$ cat src/rtl/concat_ecc_stream_decoder.sv
// concat_ecc_stream_decoder: corrects and classifies 26-bit concatenated-code words (inner even parity
//   over 4 data bits, outer SECDED per 13-bit half) into 8-bit data and keeps saturating error counts.
// Latency: 2 cycles from input handshake to out_valid; sustains one beat per cycle.
// Backpressure: two-stage valid/ready pipeline; in_ready is combinational from out_ready, outputs hold while stalled.
//
// Ports:
//   clk, rst_n               clock, asynchronous active-low reset
//   in_valid/in_ready        input handshake for codeword_in (half0=[12:0] -> data[3:0], half1=[25:13] -> data[7:4])
//   out_valid/out_ready      output handshake for data_out, err_corrected, err_uncorrect
//   clr_counts               synchronous clear of corr_count/uncorr_count (wins over an increment)
//   corr_count/uncorr_count  saturating counts of delivered beats flagged corrected/uncorrectable
module concat_ecc_stream_decoder #(
  parameter int DATA_WIDTH     = 8,
  parameter int CODEWORD_WIDTH = 26,
  parameter int COUNT_WIDTH    = 16
) (
  input  logic                      clk,
  input  logic                      rst_n,
  input  logic                      in_valid,
  output logic                      in_ready,
  input  logic [CODEWORD_WIDTH-1:0] codeword_in,
  output logic                      out_valid,
  input  logic                      out_ready,
  output logic [DATA_WIDTH-1:0]     data_out,
  output logic                      err_corrected,
  output logic                      err_uncorrect,
  input  logic                      clr_counts,
  output logic [COUNT_WIDTH-1:0]    corr_count,
  output logic [COUNT_WIDTH-1:0]    uncorr_count
);

  // Hamming syndrome over the 9 protected bits; a single flip of bit k yields k+1.
  function automatic logic [3:0] syndrome(input logic [8:0] c);
    return {c[7] ^ c[8],
            c[3] ^ c[4] ^ c[5] ^ c[6],
            c[1] ^ c[2] ^ c[5] ^ c[6],
            c[0] ^ c[2] ^ c[4] ^ c[6] ^ c[8]};
  endfunction

  // Returns {uncorrectable, corrected, data[3:0]} for one half.
  function automatic logic [5:0] fix_half(input logic [8:0] c, input logic [3:0] s, input logic perr);
    logic [8:0] cc;
    logic [4:0] w;
    logic       corr;
    logic       unc;
    cc   = c;
    corr = 1'b0;
    unc  = 1'b0;
    if (s == 4'd0) begin
      // Only the overall parity bit itself is wrong; data bits are intact.
      corr = perr;
    end else if (perr && (s <= 4'd9)) begin
      cc   = c ^ (9'd1 << (s - 4'd1));
      corr = 1'b1;
    end else begin
      unc = 1'b1;
    end
    w = {cc[8], cc[6], cc[5], cc[4], cc[2]};
    // Inner parity catches outer miscorrections and multi-bit patterns the SECDED missed.
    if (^w) begin
      unc  = 1'b1;
      corr = 1'b0;
    end
    if (unc) begin
      return {1'b1, 1'b0, c[6], c[5], c[4], c[2]};
    end
    return {1'b0, corr, w[3:0]};
  endfunction

  // Bits [12:10] of each half carry nothing.
  logic unused_pad;
  assign unused_pad = ^{codeword_in[12:10], codeword_in[25:23]};

  logic       s1_valid;
  logic [8:0] s1_c0, s1_c1;
  logic [3:0] s1_s0, s1_s1;
  logic       s1_p0, s1_p1;

  logic s2_adv, s1_adv, out_hs;
  logic [5:0] fix0, fix1;

  assign s2_adv   = !out_valid || out_ready;
  assign s1_adv   = !s1_valid || s2_adv;
  // Held low while reset is asserted even though both stages are empty then.
  assign in_ready = rst_n && s1_adv;
  assign out_hs   = out_valid && out_ready;

  assign fix0 = fix_half(s1_c0, s1_s0, s1_p0);
  assign fix1 = fix_half(s1_c1, s1_s1, s1_p1);

  // Stage 1: capture protected bits, syndrome and overall-parity error per half.
  always_ff @(posedge clk or negedge rst_n) begin
    if (!rst_n) begin
      s1_valid <= 1'b0;
      s1_c0    <= '0;
      s1_c1    <= '0;
      s1_s0    <= '0;
      s1_s1    <= '0;
      s1_p0    <= 1'b0;
      s1_p1    <= 1'b0;
    end else if (s1_adv) begin
      s1_valid <= in_valid;
      if (in_valid) begin
        s1_c0 <= codeword_in[8:0];
        s1_c1 <= codeword_in[21:13];
        s1_s0 <= syndrome(codeword_in[8:0]);
        s1_s1 <= syndrome(codeword_in[21:13]);
        s1_p0 <= ^codeword_in[9:0];
        s1_p1 <= ^codeword_in[22:13];
      end
    end
  end

  // Stage 2: corrected data and word classification, driven straight onto the outputs.
  always_ff @(posedge clk or negedge rst_n) begin
    if (!rst_n) begin
      out_valid     <= 1'b0;
      data_out      <= '0;
      err_corrected <= 1'b0;
      err_uncorrect <= 1'b0;
    end else if (s2_adv) begin
      out_valid <= s1_valid;
      if (s1_valid) begin
        data_out      <= {fix1[3:0], fix0[3:0]};
        err_uncorrect <= fix0[5] | fix1[5];
        // One uncorrectable half makes the whole word uncorrectable, never "corrected".
        err_corrected <= (fix0[4] | fix1[4]) & ~(fix0[5] | fix1[5]);
      end
    end
  end

  always_ff @(posedge clk or negedge rst_n) begin
    if (!rst_n) begin
      corr_count   <= '0;
      uncorr_count <= '0;
    end else if (clr_counts) begin
      corr_count   <= '0;
      uncorr_count <= '0;
    end else if (out_hs) begin
      if (err_corrected && (corr_count != '1)) begin
        corr_count <= corr_count + COUNT_WIDTH'(1);
      end
      if (err_uncorrect && (uncorr_count != '1)) begin
        uncorr_count <= uncorr_count + COUNT_WIDTH'(1);
      end
    end
  end

endmodule

$ cat config.mk
export PLATFORM = sky130hd
export DESIGN_NAME = concat_ecc_stream_decoder
export DESIGN_NICKNAME = d
export VERILOG_FILES = /design/src/rtl/concat_ecc_stream_decoder.sv
export SDC_FILE = /design/constraint.sdc
export NUM_CORES = 1
export LEC_CHECK = 0
export BUFFER_PORTS_ARGS = -buffer_cell sky130_fd_sc_hd__buf_2
export CELL_PAD_IN_SITES_DETAIL_PLACEMENT = 1
export CELL_PAD_IN_SITES_GLOBAL_PLACEMENT = 1
export CORE_UTILIZATION = 42
export CTS_CLUSTER_SIZE = 28
export DETAILED_ROUTE_END_ITERATION = 8
export PLACE_DENSITY = 0.86
export SLEW_MARGIN = 10
export SYNTH_ARGS = -nofsm -noshare
export SYNTH_HDL_FRONTEND = slang
export SYNTH_SLANG_ARGS = --single-unit
$ cat constraint.sdc
create_clock -name clk -period 2.58 [get_ports clk]
set_clock_uncertainty 0.15 [all_clocks]
set_input_delay 0.516 -clock clk [delete_from_list [all_inputs] [get_ports clk]]
set_output_delay 0.516 -clock clk [all_outputs]
set_load 0.01 [all_outputs]
* Word level (Yosys, flattened, before mapping)
Cells that the tools add are included.
** Storage, ports and cells
- Register bits :: 72
- Latch bits :: 0
- Bits in writable memories :: 0
- Bits in read-only memories :: 0
- Output and inout port bits :: 44
- Logic and storage cells :: 102
- Memories kept :: 0
** Operators by class
- Add/sub/neg operators :: 4
- $mul :: 0
- Div/mod/pow operators :: 0
- Order comparisons :: 2
- Equality and inequality tests :: 2
- Shift operators :: 2
- Mux-type cells :: 28
- Bitwise operators :: 28
- Reductions and logical operators :: 23
** Operator list (number)
- 16-bit two-way mux :: 6
- 9-bit two-way mux :: 4
- 16-bit by 1-bit adder with 16-bit output (second input constant) :: 2
- 16-bit inequality test (second input constant) :: 2
- 6-bit two-way mux :: 4
- 1-bit XOR :: 22
- 10-bit XOR reduction :: 2
- 1-bit by 4-bit << shifter with 9-bit output (first input constant) :: 2
- 9-bit XOR :: 2
- 1-bit two-way mux :: 14
- 5-bit XOR reduction :: 2
- 4-bit less-or-equal comparator (second input constant) :: 2
- 4-bit logical NOT :: 2
- 2-bit AND reduction :: 4
- 4-bit by 1-bit subtractor with 4-bit output (second input constant) :: 2
- 1-bit logical AND :: 6
- 2-bit nonzero test :: 3
- 1-bit logical NOT :: 2
- 1-bit logical OR :: 2
- 1-bit OR :: 2
- 1-bit bitwise AND :: 1
- 1-bit inverter :: 1

* Depth between registers and ports, before layout
- Depth in word-level cells :: 12
- Gate-level depth with buffers :: 7
- Depth with buffers taken out :: 6

* Worst setup path before layout
OpenSTA, ideal clock, no wires.
- Kind :: register to register
- From :: reg uncorr_count[0]
- To :: reg uncorr_count[1]
- Setup time :: 0.132 ns
- Arrival time :: 1.902 ns
- Data required time :: 2.298 ns
- Slack :: 0.396 ns
- Cell stages (with the launch flop) :: 8
- Path buffers :: 1
- Path through :: dfrtp_1 -> ha_1 -> and4_1 -> or4b_1 -> clkbuf_1 -> o21ai_1 -> mux2i_1 -> nor2_1
** Between the ends
- Cells in the longest elaborated chain, start to end :: 4
- Elaborated cells between the ends (all ways) :: 8
** RTL lines
- from (decl) :: line 29 : output logic [COUNT_WIDTH-1:0] uncorr_count
- from (signal assigned) :: line 144 : uncorr_count <= uncorr_count + COUNT_WIDTH'(1);
- 16-bit by 1-bit adder with 16-bit output / 16-bit inequality test (equally long branches) :: line 144, 143
- 16-bit two-way mux / 1-bit logical AND (equally long branches) :: line 143 : if (err_uncorrect && (uncorr_count != '1)) begin
- 16-bit two-way mux / 2-bit nonzero test (equally long branches)
- 16-bit two-way mux / 2-bit AND reduction (equally long branches)
Several ways; a longest one is shown, not always the timed one. The select of a mux whose other input is x is not followed.
A chain may end at the register's enable or synchronous reset.

* Final worst setup path
Same ends and word-level chain as after synthesis.

==> run_results.csv <==
group,metric,value,unit
place,dpl_cell_area,4100,µm²
global_route,grt_max_degree,65,
final_layout,postLayoutCellArea,4320,µm²
critical_path,path_delay_family,"simple AND/OR/NAND/NOR gates",
synth,yosys_register_bits,64,
critical_path,worst-setup-path-type,"reg -> reg",
cts,post_cts_buffers,0,
critical_path,cp.buffers_inverters,0,
critical_path,r2r_slack,170,ps
critical_path,arrival,2480,ps
critical_path,path_cells,"ha_1, and4_1, or4b_1, o21ai_1, mux2i_1, nor2_1",
synth,synthArstFlopShare,1.00,
final_layout,final_common_cell,"buf_2",
cts,cts_hold_buffers,0,
timing,finalCriticalPeriod,2410,ps
final_layout,layout_common_cells,"buf_2, dfrtp_1, xnor2_1",
place,place.port_buffers,68,
cts,clk_latency,340,ps
cts,path_clk_slew,80,ps
power_and_ir_drop,p_comb_frac,0.245,
route,routedWlPerCell,16.9,µm
global_route,grt-ovfl-total,0,
global_route,grt_pass1_wl,15.7,mm
global_route,antenna_found_initial,0,
place,gp_congestion,0.777,
synth,synth_cell_types,54,
cts,ctsResizeCount,0,
power_and_ir_drop,irDropWorstVdd,0.334,mV
cts,tritoncts,"done",
cts,cts.sinks,64,
power_and_ir_drop,power_density,684,nW/µm²
timing,worst_slack,169,ps
power_and_ir_drop,power.leakage,1.88,nW
global_route,track_usage,0.226,
final_layout,final_core_util,0.520,
route,ant_nets,0,
critical_path,cpMaxStageDelayCell,"or4b_1",
power_and_ir_drop,switchingPower,0.933,mW
timing,final-setup-viol-count,0,
synth,synth-main-ff-cell,"dfrtp_1",
power_and_ir_drop,total_power,2.95,mW
power_and_ir_drop,p_seq_frac,0.426,
cts,clockBufferDepth,2,
floorplanning,num_rows,33,
power_and_ir_drop,switching_share,0.316,
final_layout,num_antenna_cells,0,
cts,cts_made_buffers,9,
floorplanning,ios,75,
job,cap_violations,0,
power_and_ir_drop,p_int,2.02,mW
synth,syn-num-nets,405,
route,remaining_drc_errors,0,
place,dpl.hpwl,6.62,mm
floorplanning,initial_core_util,0.439,
synth,synth_area,3650,µm²
synth,synth.top_cell.area_share,0.439,
synth,synth_edf_count,0,
route,wl,9.31,mm
synth,synth_area_leaders,"dfrtp_1, xnor2_1, xor2_1, nand2_1, o21ai_0",
place,post-place-cells,536,
critical_path,rr_startpoint,"uncorr_count[0]",
floorplanning,die_h,95.2,µm
synth,syn_avg_cell_area,9.80,µm²
timing,hold_slack,246,ps
timing,timing.final.crit_share,0.935,
timing,maxSlewHeadroom,0.430,
synth,ys_warn_count,0,
timing,hold_viol,0,
final_layout,area_growth,18.4,%
timing,rsz0062_at_grt,"no",
min_path,hp-class,"in -> async",
timing,clock.fmax,0.415,GHz
route,vias,3030,
synth,synth_cells,372,
floorplanning,design.die.area,9060,µm²
timing,tightest_slew,855,ps
cts,cts_max_level,3,
floorplanning,coreArea,8300,µm²
global_route,grt_pass1_vias,3176,
route,drt-vias-per-instance,5.49,
critical_path,cp-start-kind,"register",
place,dpl_worst_slack,246,ps
critical_path,max_stage_delay,610,ps
route,dr.pass1.iters,4,
critical_path,critPathCaptureType,"register",
final_layout,stdcell_count,552,
final_layout,drive_gt1_frac,0.235,
power_and_ir_drop,power_frac_clock,0.329,
critical_path,r2r_cells,6,
timing,maxSlewViolCount,0,
critical_path,reg2reg_to,"uncorr_count[1]",
final_layout,finalNetCount,475,
run_status,outcome,"complete, no violations",
cts,root_buffer,"clkbuf_8",
synth,ys_seq_area_frac,0.439,
critical_path,cp.required,2650,ps
route,drtIter0Drc,61,
critical_path,cp_max_fo,8,
synth,synth_top_area_cell,"dfrtp_1",
floorplanning,die-width,95.2,µm
timing,setup_tns,0,ps
## cells by family after synthesis
kind of cell / after synthesis / share of synthesized area
flops: 64 / 0.439
xor+xnor: 70 / 0.182
mux: 13 / 0.0395
compound gates: 57 / 0.0981
simple gates: 143 / 0.209
fa+ha+maj: 3 / 0.00960
buf+inv: 22 / 0.0230
## worst max-delay path by stage
stage | from | endpoint | slack (ps) | cells past startpoint
floorplan | uncorr_count[0] | uncorr_count[1] | 400 | 7
global placement | uncorr_count[0] | uncorr_count[3] | 290 | 6
detailed placement | uncorr_count[1] | uncorr_count[1] | 250 | 6
CTS | uncorr_count[0] | uncorr_count[1] | 190 | 6
global route | uncorr_count[0] | uncorr_count[1] | 30 | 6
finish | uncorr_count[0] | uncorr_count[1] | 170 | 6
## power by group through the flow
stage / clock network (mW) / registers, mW / logic [mW]
final: 0.971 / 1.26 / 0.723
after global routing: 1.03 / 1.28 / 0.807
after CTS: 0.988 / 1.26 / 0.736
after detailed placement: 0 / 1.28 / 0.724
after global placement: 0 / 1.26 / 0.690
after floorplan: 0 / 1.25 / 0.508
## area by class of cell
| class | instances | area (µm²) |
|---|---|---|
| Sequential cell | 64 | 1600 |
| Tap cell | 105 | 131 |
| Clock inverter | 3 | 65.1 |
| Clock buffer | 13 | 149 |
| Fill cell | 964 | 3980 |
| Inverter | 8 | 30.0 |
| Timing Repair Buffer | 73 | 378 |
| Multi-Input combinational cell | 286 | 1960 |
## synth_stat cells, types with 5 or more instances
cell,instances
nor2_1,33
xor2_1,24
nand2b_1,6
a21oi_1,9
nand3_1,14
clkbuf_1,12
nand2_1,36
a211oi_1,5
xnor2_1,42
o21ai_0,25
and4_1,5
nand4_1,5
dfrtp_1,64
mux2_2,11
and3_1,6
o211ai_1,5
inv_1,8
nor3_1,10
## layer usage
layer	wire length [µm]	vias to the layer above	track usage
li1	-	1442	-
met1	4120	1499	0.281
met2	4750	76	0.392
met3	324	13	0.0375
met4	121	0	0.0871
met5	0	-	0
## registers in the layout (all words and copies together), names as in the netlist
name and count:
s1_s1 4, corr_count 16, s1_s0 4, uncorr_count 16
s1_c1 5, s1_p0 1, err_corrected 1, out_valid 1
s1_p1 1, err_uncorrect 1, s1_valid 1, s1_c0 5
data_out 8
(Power assumes the default switching activity.)
